==> src/rtl/preamble_seq_pkg.sv <==
// Shared constants and FSM state type for the legacy preamble sequencer.
package preamble_seq_pkg;
    localparam int SHORT_LEN = 160;
    localparam int LONG_LEN  = 160;
    localparam int DW        = 32;
    localparam int AW        = 8;

    typedef enum logic [1:0] {
        ST_IDLE,
        ST_SHORT,
        ST_LONG,
        ST_DONE
    } state_t;
endpackage

==> src/rtl/tx_sample_hold_reg.sv <==
// Output sample register: captures a ROM word on load and holds it, along with
// its valid/last flags, until the sequencer reloads or clears it.
module tx_sample_hold_reg
    import preamble_seq_pkg::*;
(
    input  logic          clk,
    input  logic          rst_n,
    input  logic          clear,
    input  logic          load,
    input  logic [DW-1:0] din,
    input  logic          last_in,
    output logic [DW-1:0] dout,
    output logic          valid,
    output logic          last
);
    always_ff @(posedge clk or negedge rst_n) begin
        if (!rst_n) begin
            dout  <= '0;
            valid <= 1'b0;
            last  <= 1'b0;
        end else if (clear) begin
            dout  <= '0;
            valid <= 1'b0;
            last  <= 1'b0;
        end else if (load) begin
            dout  <= din;
            valid <= 1'b1;
            last  <= last_in;
        end
    end
endmodule

==> src/rtl/preamble_seq.sv <==
// 802.11a/g legacy preamble sequencer: plays the short then long preamble ROMs
// onto a valid/ready sample stream, one sample per cycle when not back-pressured.
module preamble_seq
    import preamble_seq_pkg::*;
(
    input  logic          clk,
    input  logic          phy_tx_arestn,
    input  logic          start,
    input  logic          abort,
    output logic [AW-1:0] short_addr,
    input  logic [DW-1:0] short_dout,
    output logic [AW-1:0] long_addr,
    input  logic [DW-1:0] long_dout,
    output logic [DW-1:0] sample_out,
    output logic          sample_valid,
    input  logic          sample_ready,
    output logic          sample_last,
    output logic          busy,
    output logic          done
);
    state_t        state, state_nxt;
    logic [AW-1:0] idx, idx_nxt, idx_inc;
    logic          hs, load, clear, last_in, sel_long;

    assign hs      = sample_valid && sample_ready;
    assign idx_inc = idx + 1'b1;
    assign busy    = (state == ST_SHORT) || (state == ST_LONG);
    assign done    = (state == ST_DONE);

    always_ff @(posedge clk or negedge phy_tx_arestn) begin
        if (!phy_tx_arestn) begin
            state <= ST_IDLE;
            idx   <= '0;
        end else begin
            state <= state_nxt;
            idx   <= idx_nxt;
        end
    end

    // The ROM address looks one sample ahead during a handshake so the
    // register reloads in the same edge that retires the current sample.
    always_comb begin
        state_nxt  = state;
        idx_nxt    = idx;
        load       = 1'b0;
        clear      = 1'b0;
        last_in    = 1'b0;
        sel_long   = 1'b0;
        short_addr = '0;
        long_addr  = '0;
        case (state)
            ST_IDLE: begin
                if (start) begin
                    state_nxt = ST_SHORT;
                    idx_nxt   = '0;
                    load      = 1'b1;
                end
            end
            ST_SHORT: begin
                short_addr = idx;
                if (hs) begin
                    load = 1'b1;
                    if (idx == AW'(SHORT_LEN - 1)) begin
                        state_nxt = ST_LONG;
                        idx_nxt   = '0;
                        sel_long  = 1'b1;
                        last_in   = (LONG_LEN == 1);
                    end else begin
                        idx_nxt    = idx_inc;
                        short_addr = idx_inc;
                    end
                end
            end
            ST_LONG: begin
                long_addr = idx;
                sel_long  = 1'b1;
                if (hs) begin
                    if (idx == AW'(LONG_LEN - 1)) begin
                        state_nxt = ST_DONE;
                        idx_nxt   = '0;
                        clear     = 1'b1;
                    end else begin
                        idx_nxt   = idx_inc;
                        long_addr = idx_inc;
                        load      = 1'b1;
                        last_in   = (idx_inc == AW'(LONG_LEN - 1));
                    end
                end
            end
            ST_DONE: begin
                state_nxt = ST_IDLE;
            end
            default: begin
                state_nxt = ST_IDLE;
            end
        endcase
        if (abort) begin
            state_nxt = ST_IDLE;
            idx_nxt   = '0;
            load      = 1'b0;
            clear     = 1'b1;
        end
    end

    tx_sample_hold_reg u_hold (
        .clk     (clk),
        .rst_n   (phy_tx_arestn),
        .clear   (clear),
        .load    (load),
        .din     (sel_long ? long_dout : short_dout),
        .last_in (last_in),
        .dout    (sample_out),
        .valid   (sample_valid),
        .last    (sample_last)
    );
endmodule

==> config.mk <==
export PLATFORM = sky130hd
export DESIGN_NAME = preamble_seq
export DESIGN_NICKNAME = d
export VERILOG_FILES = /design/src/rtl/preamble_seq_pkg.sv /design/src/rtl/tx_sample_hold_reg.sv /design/src/rtl/preamble_seq.sv
export SDC_FILE = /design/constraint.sdc
export NUM_CORES = 1
export LEC_CHECK = 0
export BUFFER_PORTS_ARGS = -buffer_cell sky130_fd_sc_hd__buf_2
export CORE_UTILIZATION = 35
export DETAILED_ROUTE_END_ITERATION = 6
export GPL_TIMING_DRIVEN = 0
export SETUP_SLACK_MARGIN = 0.3
export SLEW_MARGIN = 20
export SYNTH_ARGS = -nofsm -noshare
export SYNTH_HDL_FRONTEND = slang
export SYNTH_SLANG_ARGS = --single-unit
==> constraint.sdc <==
create_clock -name clk -period 3.81 [get_ports clk]
set_clock_uncertainty 0.2 [all_clocks]
set_input_delay 0.381 -clock clk [delete_from_list [all_inputs] [get_ports clk]]
set_output_delay 0.381 -clock clk [all_outputs]
set_load 0.03 [all_outputs]
==> impl_metrics.ini, run 1 <==
[sta]
tns_ps = 0
clock.fmax_mhz = 330
hold_viol_final = 0
setup_ws_ps = 782
finalCritPeriodShare_pct = 79.5
rsz0062_at_grt = false
worst_slew_slack_as_a_fraction_of_its_limit_pct = 60.4
holdWs_ps = 121
final-setup-viol-count = 0
final_period_minus_worst_setup_slack_ps = 3030
worst_pin_slew_ps = 592
timing.final.max_slew_violations = 0

[yosys]
synth-async-reset-ratio_pct = 100
yosys_warnings = 0
synth.avg_cell_area_um2 = 8.35
ys_ff_latch = 44
synth_area_um2 = 2650
syn_inst = 317
yosysUniqueCellTypes = 42
number_of_enable_flip_flop_cells_after_synthesis = 0
synth-main-ff-cell = sky130_fd_sc_hd__dfrtp_1
synth.yosys.seq_area_share_pct = 41.6
postSynthNetCount = 393

[finish]
final_cell_area_um2 = 3470
post_route_cells_drive_above_1_share_pct = 34.8
final_cell_mix = sky130_fd_sc_hd__buf_2 (127), sky130_fd_sc_hd__nand2_1 (78), sky130_fd_sc_hd__dfrtp_1 (44)
antenna_cells = 0
commonest_non_fill_non_tap_cell_in_the_layout = sky130_fd_sc_hd__buf_2
areaGrowthSynthToFinish_pct = 30.9
final_core_util_pct = 47.5
design.final.nets = 521
non_filler_instances = 544

[power_and_ir_drop]
total_power_mw = 2.06
peakVddDrop_mv = 0.271
leakage_nw = 1.76
power.density_cell_area_nw_per_um2 = 596

[clock_network]
clock-sinks = 44
clk_latency_ps = 300
tritoncts = yes
cts_root_buffer = sky130_fd_sc_hd__clkbuf_8
clk_transition_reported_paths_ps = 90
cts_resized = 0
clock_path_buffers = 2
cts_buffers = 5
cts_max_level = 2
cts_post_setup_buffers_inserted = 0
hold_buffers = 0

[critical_path]
worstPathRequired_ps = 3230
critical_path_arrival_ps = 2450
worstSetupEndpointType = output pin
ordered_cell_list_for_the_critical_path = ha_1 > buf_2 > and3_1 > and2_4 > inv_4 > ha_1 > o21ai_0 > and2_1 > buf_2
cp_slowest_cell = sky130_fd_sc_hd__dfrtp_1
cpPeakStageDelay_ps = 480
worst_setup_path_start_kind = flip-flop
worstPathMaxFanout = 9
worst-setup-path-type = flip-flop to output pin

[place]
final_estimated_routing_congestion_in_global_placement = 0.823
placement.setup.worst_slack_ps = 1110
detailed_place.area_um2 = 3370
detailedPlacementHpwl_um = 5420
placedCellCount = 536
port_buffers = 120

[route]
wl_met2_um = 3520
post-route-drc-count = 0
route.antenna.remaining_nets = 0
route.met3.wl_um = 333
dr.max_layer_used = met4
vias_per_cell = 4.96
detail_route.wirelength.met1_um = 3460
drt_pre_antenna_iters = 4
via_count = 2696
post_drt_wl_per_cell_um = 13.6
routed_wl_um = 7390
drt_iter0_drc = 84

[global_route]
globalRouteOverflowTotal = 0
antenna_found_initial = 0
grt_first_pass_wirelength_um = 11600
first_global_vias = 2349
gr-usage-all-layers_pct = 19.1
grt_start_max_net_pins = 45

[floorplanning]
chipWidth_um = 89.0
die_height_um = 89.0
starting_density_of_the_core_pct = 36.3
pin_count = 121
die_area_um2 = 7920
floorplan.rows = 31
floorplan.core_area_um2 = 7290

[flow_run]
max_cap_violation_count = 0

[status]
status = complete, no violations

[min_path]
hp-class = primary input to flip-flop
## sequential cells by signal, indices dropped and copies added (netlist names)
name,cells
state,2
u_hold.valid,1
u_hold.last,1
u_hold.dout,32
idx,8
## where the power goes
part	total, mW	internal, mW	switching (mW)
Clock	0.293	0.125	0.169
Combinational	1.09	0.356	0.734
Sequential	0.681	0.600	0.0811
## cells by family after synthesis
logic type	count (synthesis)	share of synthesized area, %
adder cells (fa/ha/maj)	7	3.31
AND/OR/NAND/NOR	132	22.4
buffers and inverters	30	7.99
flip-flops	44	41.6
multiplexers	1	0.378
AO/OA/AOI/OAI	96	22.0
XOR/XNOR	7	2.32
## metal layers
| metal | vias up | global-route usage (%) |
|---|---|---|
| met5 | - | 0 |
| met4 | 0 | 4.18 |
| met3 | 6 | 3.79 |
| met2 | 79 | 30.3 |
| met1 | 1254 | 27.1 |
| li1 | 1357 | - |
## synth_stat cells (2+ instances only)
library cell,count,area [um^2]
sky130_fd_sc_hd__inv_1,8,30.0
sky130_fd_sc_hd__nand3_1,5,25.0
sky130_fd_sc_hd__nor2_1,21,78.8
sky130_fd_sc_hd__and2_1,11,68.8
sky130_fd_sc_hd__nor3_1,2,10.0
sky130_fd_sc_hd__a31oi_1,34,213
sky130_fd_sc_hd__nand2b_1,4,25.0
sky130_fd_sc_hd__nand2_1,78,293
sky130_fd_sc_hd__ha_1,7,87.6
sky130_fd_sc_hd__buf_6,10,113
sky130_fd_sc_hd__xnor2_1,4,35.0
sky130_fd_sc_hd__a21oi_1,6,30.0
sky130_fd_sc_hd__o21ai_0,22,110
sky130_fd_sc_hd__dfrtp_1,44,1100
sky130_fd_sc_hd__buf_2,8,40.0
sky130_fd_sc_hd__o31ai_1,2,15.0
sky130_fd_sc_hd__o21ai_1,21,105
sky130_fd_sc_hd__buf_4,3,22.5
sky130_fd_sc_hd__xor2_1,3,26.3
sky130_fd_sc_hd__nand4_1,2,12.5
## critical path, delay by kind of cell (launching register included)
family / cells / cell delay [ps]
buffers and inverters: 3 / 410
and+or+nand+nor: 3 / 630
AOI/OAI and AO/OA: 1 / 190
adders and majority gates: 2 / 440
DFF: 1 / 480
## worst paths after layout
kind / start / to / slack [ps] / depth (start not counted)
hold / removal: short_dout[29] / u_hold.dout[29] / 120 / 3
min in group asynchronous: phy_tx_arestn / u_hold.dout[5] / 420 / 2
hold reg to reg: u_hold.last / u_hold.last / 340 / 2
max in group asynchronous: phy_tx_arestn / u_hold.dout[25] / 2590 / 2
setup / recovery: idx[1] / long_addr[0] / 780 / 9
setup reg to reg: idx[0] / u_hold.dout[27] / 1540 / 8
## cell type report
cell class                 count  area (um^2)
sequential                    44         1100
fill                         794         3830
clock inverter                 2         12.5
buffer                        21          175
inverter                       9         36.3
multi-input combinational    243         1340
timing repair buffer         121          613
clock buffer                   5         68.8
tap                           99          124
Note: power is estimated with default switching activity, not from simulation.
==> run 2: changes to the inputs <==
--- a/config.mk
+++ b/config.mk
@@ -5,6 +5,7 @@
 export SDC_FILE = /design/constraint.sdc
 export NUM_CORES = 1
 export LEC_CHECK = 0
+export ABC_AREA = 1
 export BUFFER_PORTS_ARGS = -buffer_cell sky130_fd_sc_hd__buf_2
 export CORE_UTILIZATION = 35
 export DETAILED_ROUTE_END_ITERATION = 6
==> constraint.sdc (replaced) <==
create_clock -name clk -period 2.55 [get_ports clk]
set_clock_uncertainty 0.2 [all_clocks]
set_input_delay 0.255 -clock clk [delete_from_list [all_inputs] [get_ports clk]]
set_output_delay 0.255 -clock clk [all_outputs]
set_load 0.03 [all_outputs]
==> run 2 against run 1 <==
Compared with the run above:
- non-clock buffer count rose by 8
- global-route usage fell by 0.27 points
- count of clock-buffer cells in the layout did not move
- core utilization rose by 3.0 points
- wire length rose by 8.5%
- final area rose by 13%
- sequential power rose by 39%
- synthesized cell count rose by 24%
- combinational power rose by 53%
- highest routed layer unchanged
==> impl_metrics.ini, run 2 <==
[route]
post_drt_wl_per_cell_um = 12.6
post-route-drc-count = 0
drt_iter0_drc = 79
drt_pre_antenna_iters = 4
vias_per_cell = 4.74
routed_wl_um = 8020
via_count = 3017
route.antenna.remaining_nets = 0

[global_route]
gr-usage-all-layers_pct = 18.8
antenna_found_initial = 0
globalRouteOverflowTotal = 0
first_global_vias = 2712
grt_start_max_net_pins = 45
grt_first_pass_wirelength_um = 12700

[sta]
final_period_minus_worst_setup_slack_ps = 2240
rsz0062_at_grt = true
hold_viol_final = 0
worst_slew_slack_as_a_fraction_of_its_limit_pct = 61.3
worst_pin_slew_ps = 580
tns_ps = 0
finalCritPeriodShare_pct = 88.0
timing.final.max_slew_violations = 0
final-setup-viol-count = 0
clock.fmax_mhz = 446

[place]
final_estimated_routing_congestion_in_global_placement = 0.856
detailedPlacementHpwl_um = 5590
port_buffers = 120
detailed_place.area_um2 = 3570
placedCellCount = 616

[power_and_ir_drop]
power.density_cell_area_nw_per_um2 = 809
total_power_mw = 3.17
leakage_nw = 2.18
peakVddDrop_mv = 0.279

[clock_network]
cts_root_buffer = sky130_fd_sc_hd__clkbuf_8
clock-sinks = 44
tritoncts = yes
cts_max_level = 2
clk_latency_ps = 300
clk_transition_reported_paths_ps = 90
clock_path_buffers = 2
cts_buffers = 5

[finish]
largest_register = u_hold.dout
fillCellCount = 825
final_cell_area_um2 = 3930
post_route_cells_drive_above_1_share_pct = 38.4
areaGrowthSynthToFinish_pct = 38.3
non_filler_instances = 636
biggest_regs = u_hold.dout: 32 flops, idx: 8 flops, state: 2 flops
final_cell_mix = sky130_fd_sc_hd__nand2_1 (155), sky130_fd_sc_hd__buf_2 (108), sky130_fd_sc_hd__nand3_1 (61)
design.final.nets = 609
antenna_cells = 0
commonest_non_fill_non_tap_cell_in_the_layout = sky130_fd_sc_hd__nand2_1
largest_reg_flops = 32

[yosys]
synth_commonest_cells = sky130_fd_sc_hd__nand2_1 (159), sky130_fd_sc_hd__nand3_1 (63), sky130_fd_sc_hd__dfrtp_1 (44)
number_of_enable_flip_flop_cells_after_synthesis = 0
top_cell_type_s_share_of_synthesized_area_pct = 38.8
synth_most_common_cell = sky130_fd_sc_hd__nand2_1
synth-async-reset-ratio_pct = 100
synth.yosys.seq_area_share_pct = 38.8
synth.area.top_cells = sky130_fd_sc_hd__dfrtp_1 (39%), sky130_fd_sc_hd__nand2_1 (21%), sky130_fd_sc_hd__nand3_1 (11%)
synth-main-ff-cell = sky130_fd_sc_hd__dfrtp_1
synth_area_um2 = 2840
synth_largest_area_cell = sky130_fd_sc_hd__dfrtp_1
yosysUniqueCellTypes = 25
ys_ff_latch = 44
postSynthNetCount = 470
syn_inst = 394
synth.avg_cell_area_um2 = 7.21
yosys_warnings = 0

[floorplanning]
die_height_um = 92.1
floorplan.core_area_um2 = 7770
chipWidth_um = 92.1
pin_count = 121
floorplan.rows = 32
die_area_um2 = 8480
starting_density_of_the_core_pct = 36.5

[critical_path]
r2r-start = state[1]
worstSetupEndpointType = output pin
critical_path_arrival_ps = 1790
worstPathMaxFanout = 3
worstReg2RegEnd = u_hold.dout[23]
worstPathRequired_ps = 2100
reg2reg_setup_slack_ps = 440
worst-setup-path-type = flip-flop to output pin
cells_on_worst_reg2reg_path = 11
worst_setup_path_start_kind = flip-flop

[min_path]
worst_hold_startpoint = short_dout[12]
holdPathEnd = u_hold.dout[12]
hp-class = primary input to flip-flop
min_path_cells = 5

[flow_run]
max_cap_violation_count = 0

[status]
status = complete, no violations
==> run 2: worst max path at each step <==
| stage | start | endpoint | cells after the start |
|---|---|---|---|
| finish | idx[0] | long_addr[0] | 9 |
| global route | idx[0] | long_addr[6] | 10 |
| CTS | idx[0] | short_addr[7] | 9 |
| detailed placement | state[0] | idx[2] | 9 |
| global placement | state[0] | idx[1] | 9 |
| floorplan | idx[1] | long_addr[0] | 8 |
==> run 2: cells by family (layout without fill, tap and decap cells) <==
kind of cell | Yosys count | count (layout) | synth area share (%)
DFF | 44 | 44 | 38.8
AOI/OAI and AO/OA | 26 | 26 | 5.29
xor gates and xnor gates | 1 | 1 | 0.309
adders and majority gates | 7 | 7 | 3.08
and+or+nand+nor | 273 | 273 | 43.3
buffers and inverters | 43 | 183 | 9.21
==> run 2: layout make-up <==
class	instances	area, um^2	area share, %
multi-input cells	307	1560	39.8
flip-flops and latches	44	1100	28.1
repair buffers	131	733	18.7
plain buffers	19	175	4.46
well taps	102	128	3.25
inverters	24	104	2.65
clock buffers	5	68.8	1.75
clock inverters	3	46.3	1.18
repair inverters	1	5.00	0.128
==> run 2: power breakdown <==
group,leakage [nW],internal (mW),switching [mW]
combinational,1.53,0.533,1.14
clock,0.0548,0.295,0.264
sequential,0.593,0.850,0.0941
==> run 2: what timing repair did <==
| action | in CTS | in global routing |
|---|---|---|
| gates resized for setup | 23 | 34 |
| pin swaps | 4 | 8 |
| hold endpoints to repair | 44 | 0 |
| hold buffers | 1 | 0 |
| setup buffers | 6 | 4 |
| setup endpoints to repair | 49 | 54 |
| gates cloned | 0 | 1 |
==> run 2: per-stage QoR <==
| step | utilization, % | hold WS (ps) | setup WS (ps) |
|---|---|---|---|
| 2_1_floorplan | - | -241 | 312 |
| 3_3_place_gp | 45.9 | 290 | 164 |
| 3_5_place_dp | 45.9 | 292 | 167 |
| 4_1_cts | 49.0 | 26.2 | 258 |
| 5_1_grt | 50.5 | 32.1 | 240 |
| 6_report | 50.5 | 28.8 | 306 |
==> run 2: critical path: stages, from the launching register on <==
cell and delay [ps]:
sky130_fd_sc_hd__dfrtp_1 380, sky130_fd_sc_hd__ha_2 190, sky130_fd_sc_hd__nand2_2 70, sky130_fd_sc_hd__nor2_4 150
sky130_fd_sc_hd__nand2_4 80, sky130_fd_sc_hd__ha_4 270, sky130_fd_sc_hd__nand2_2 50, sky130_fd_sc_hd__o21ai_2 60
sky130_fd_sc_hd__nor2_1 50, sky130_fd_sc_hd__buf_4 170
==> run 2: metal layers <==
layer	track usage [%]	up-vias	part of all wire, %	routed length (um)
met3	2.82	7	5.8	466
met4	5.21	0	1.1	88
met2	32.0	102	48	3870
li1	-	1537	-	-
met1	24.9	1371	45	3600
met5	0	-	0	0
==> run 3: changes to the inputs <==
--- a/config.mk
+++ b/config.mk
@@ -7,7 +7,7 @@
 export LEC_CHECK = 0
 export ABC_AREA = 1
 export BUFFER_PORTS_ARGS = -buffer_cell sky130_fd_sc_hd__buf_2
-export CORE_UTILIZATION = 35
+export CORE_UTILIZATION = 30
 export DETAILED_ROUTE_END_ITERATION = 6
 export GPL_TIMING_DRIVEN = 0
 export SETUP_SLACK_MARGIN = 0.3
==> run 3 against run 2 <==
Compared with the run above:
- combinational power decreased by 3%
- critical path depth unchanged
- register-to-register slack improved by 20 ps
- worst setup slack got worse by 12 ps
- sequential share of layout area increased by 0.45 points
- sequential power increased by 0.4%
- critical endpoint is now long_addr[5]
- largest power group unchanged
- highest routed layer unchanged
==> impl_metrics.ini, run 3 (synthesized netlist as in run 2, its figures left out) <==
[finish]
post_route_cells_drive_above_1_share_pct = 36.7
commonest_non_fill_non_tap_cell_in_the_layout = sky130_fd_sc_hd__nand2_1
largest_reg_flops = 32
final_cell_area_um2 = 3850
fillCellCount = 988
areaGrowthSynthToFinish_pct = 35.8
largest_register = u_hold.dout
biggest_regs = u_hold.dout: 32 flops, idx: 8 flops, state: 2 flops
design.final.nets = 607
antenna_cells = 0
final_cell_mix = sky130_fd_sc_hd__nand2_1 (157), sky130_fd_sc_hd__buf_2 (110), sky130_fd_sc_hd__nand3_1 (61)

[sta]
final-setup-viol-count = 0
hold_viol_final = 0
worst_pin_slew_ps = 577
tns_ps = 0
clock.fmax_mhz = 443
worst_slew_slack_as_a_fraction_of_its_limit_pct = 61.5
rsz0062_at_grt = true
finalCritPeriodShare_pct = 88.5
final_period_minus_worst_setup_slack_ps = 2260
timing.final.max_slew_violations = 0

[floorplanning]
chipWidth_um = 99.3
pin_count = 121
die_height_um = 99.3
floorplan.core_area_um2 = 9200
die_area_um2 = 9860
starting_density_of_the_core_pct = 30.9
floorplan.rows = 35

[place]
detailedPlacementHpwl_um = 5930
detailed_place.area_um2 = 3580
port_buffers = 120
final_estimated_routing_congestion_in_global_placement = 0.883

[critical_path]
worst_setup_path_start_kind = flip-flop
worstPathMaxFanout = 3
cells_on_worst_reg2reg_path = 9
worstPathRequired_ps = 2100
worst-setup-path-type = flip-flop to output pin
worstSetupEndpointType = output pin
critical_path_arrival_ps = 1800

[clock_network]
cts_root_buffer = sky130_fd_sc_hd__clkbuf_8
clk_latency_ps = 300
clock_path_buffers = 2
tritoncts = yes
cts_buffers = 5
cts_max_level = 2
clk_transition_reported_paths_ps = 90
clock-sinks = 44

[power_and_ir_drop]
power.density_cell_area_nw_per_um2 = 778
power_frac_clock_pct = 14.4
p_int_mw = 1.54
switching_share_pct = 48.5
comb_power_share_pct = 54.0
leakage_nw = 2.15
peakVddDrop_mv = 0.426
netSwitchingPower_mw = 1.45
part_of_the_total_power_dissipated_in_sequential_elements_pct = 31.6

[global_route]
grt_first_pass_wirelength_um = 13000
globalRouteOverflowTotal = 0
gr-usage-all-layers_pct = 16.5
grt_start_max_net_pins = 45
antenna_found_initial = 0
first_global_vias = 2741

[route]
post_drt_wl_per_cell_um = 12.7
post-route-drc-count = 0
routed_wl_um = 8150
via_count = 3053
vias_per_cell = 4.76
drt_iter0_drc = 134
route.antenna.remaining_nets = 0
drt_pre_antenna_iters = 4

[min_path]
hp-class = primary input to flip-flop
min_path_cells = 5

[flow_run]
max_cap_violation_count = 0

[status]
status = complete, no violations
run 3: final timing paths:
kind / start / endpoint / slack, ps
min in group asynchronous: phy_tx_arestn / u_hold.dout[14] / 290
worst max-delay path: idx[0] / long_addr[5] / 290
max in group asynchronous: phy_tx_arestn / idx[1] / 1460
worst max register to register: state[0] / idx[2] / 460
worst min register to register: u_hold.dout[7] / u_hold.dout[7] / 310
worst min-delay path: short_dout[18] / u_hold.dout[18] / 40
run 3: repair_timing:
item,4_1_cts,5_1_grt
hold buffers,1,0
resized for setup,20,22
buffers inserted,6,2
gates cloned,0,1
endpoints found under the setup margin,39,54
pin swaps,5,4
endpoints found under the hold margin,44,0
run 3: cell type report:
type	instances	area (um^2)	share of cell area (%)
buffer	19	175	4.54
clock buffer	5	68.8	1.79
clock inverter	2	12.5	0.325
inverter	24	100	2.60
multi-input combinational	307	1530	39.8
sequential	44	1100	28.6
tap	111	139	3.60
timing repair buffer	129	717	18.6
timing repair inverter	1	7.51	0.195
run 3: critical path: stages, from the launching register on:
cell and delay (ps):
sky130_fd_sc_hd__dfrtp_1 400, sky130_fd_sc_hd__buf_4 140, sky130_fd_sc_hd__nand3_1 150, sky130_fd_sc_hd__nor2_1 160, sky130_fd_sc_hd__nand2_1 80, sky130_fd_sc_hd__nand2_1 110
sky130_fd_sc_hd__nor2_1 50, sky130_fd_sc_hd__a21oi_1 180, sky130_fd_sc_hd__nor2_1 60, sky130_fd_sc_hd__buf_2 180
run 3: metal layers:
metal,global-route usage (%),up-vias,routed length (um)
li1,-,1540,-
met1,21.8,1413,3510
met2,28.3,90,4130
met3,2.39,10,389
met4,4.41,0,123
met5,0,-,0
run 3: through the flow:
| stage | setup WS (ps) | total power [mW] | std cells | hold slack (ps) | utilization, % |
|---|---|---|---|---|---|
| floorplan | 312 | 2.01 | 394 | -241 | - |
| global placement | 199 | 2.45 | 625 | 282 | 38.9 |
| detailed placement | 203 | 2.47 | 625 | 290 | 38.9 |
| CTS | 234 | 2.96 | 639 | 26.2 | 40.9 |
| global route | 170 | 3.23 | 642 | 36.6 | 41.9 |
| finish | 294 | 3.00 | 642 | 36.9 | 41.9 |
run 3: power by group through the flow:
stage / sequential [mW] / combinational [mW] / clock, mW
final: 0.948 / 1.62 / 0.432
after global routing: 0.967 / 1.79 / 0.478
after CTS: 0.947 / 1.55 / 0.459
after detailed placement: 0.964 / 1.51 / 0
after global placement: 0.955 / 1.50 / 0
after floorplan: 1.22 / 0.791 / 0
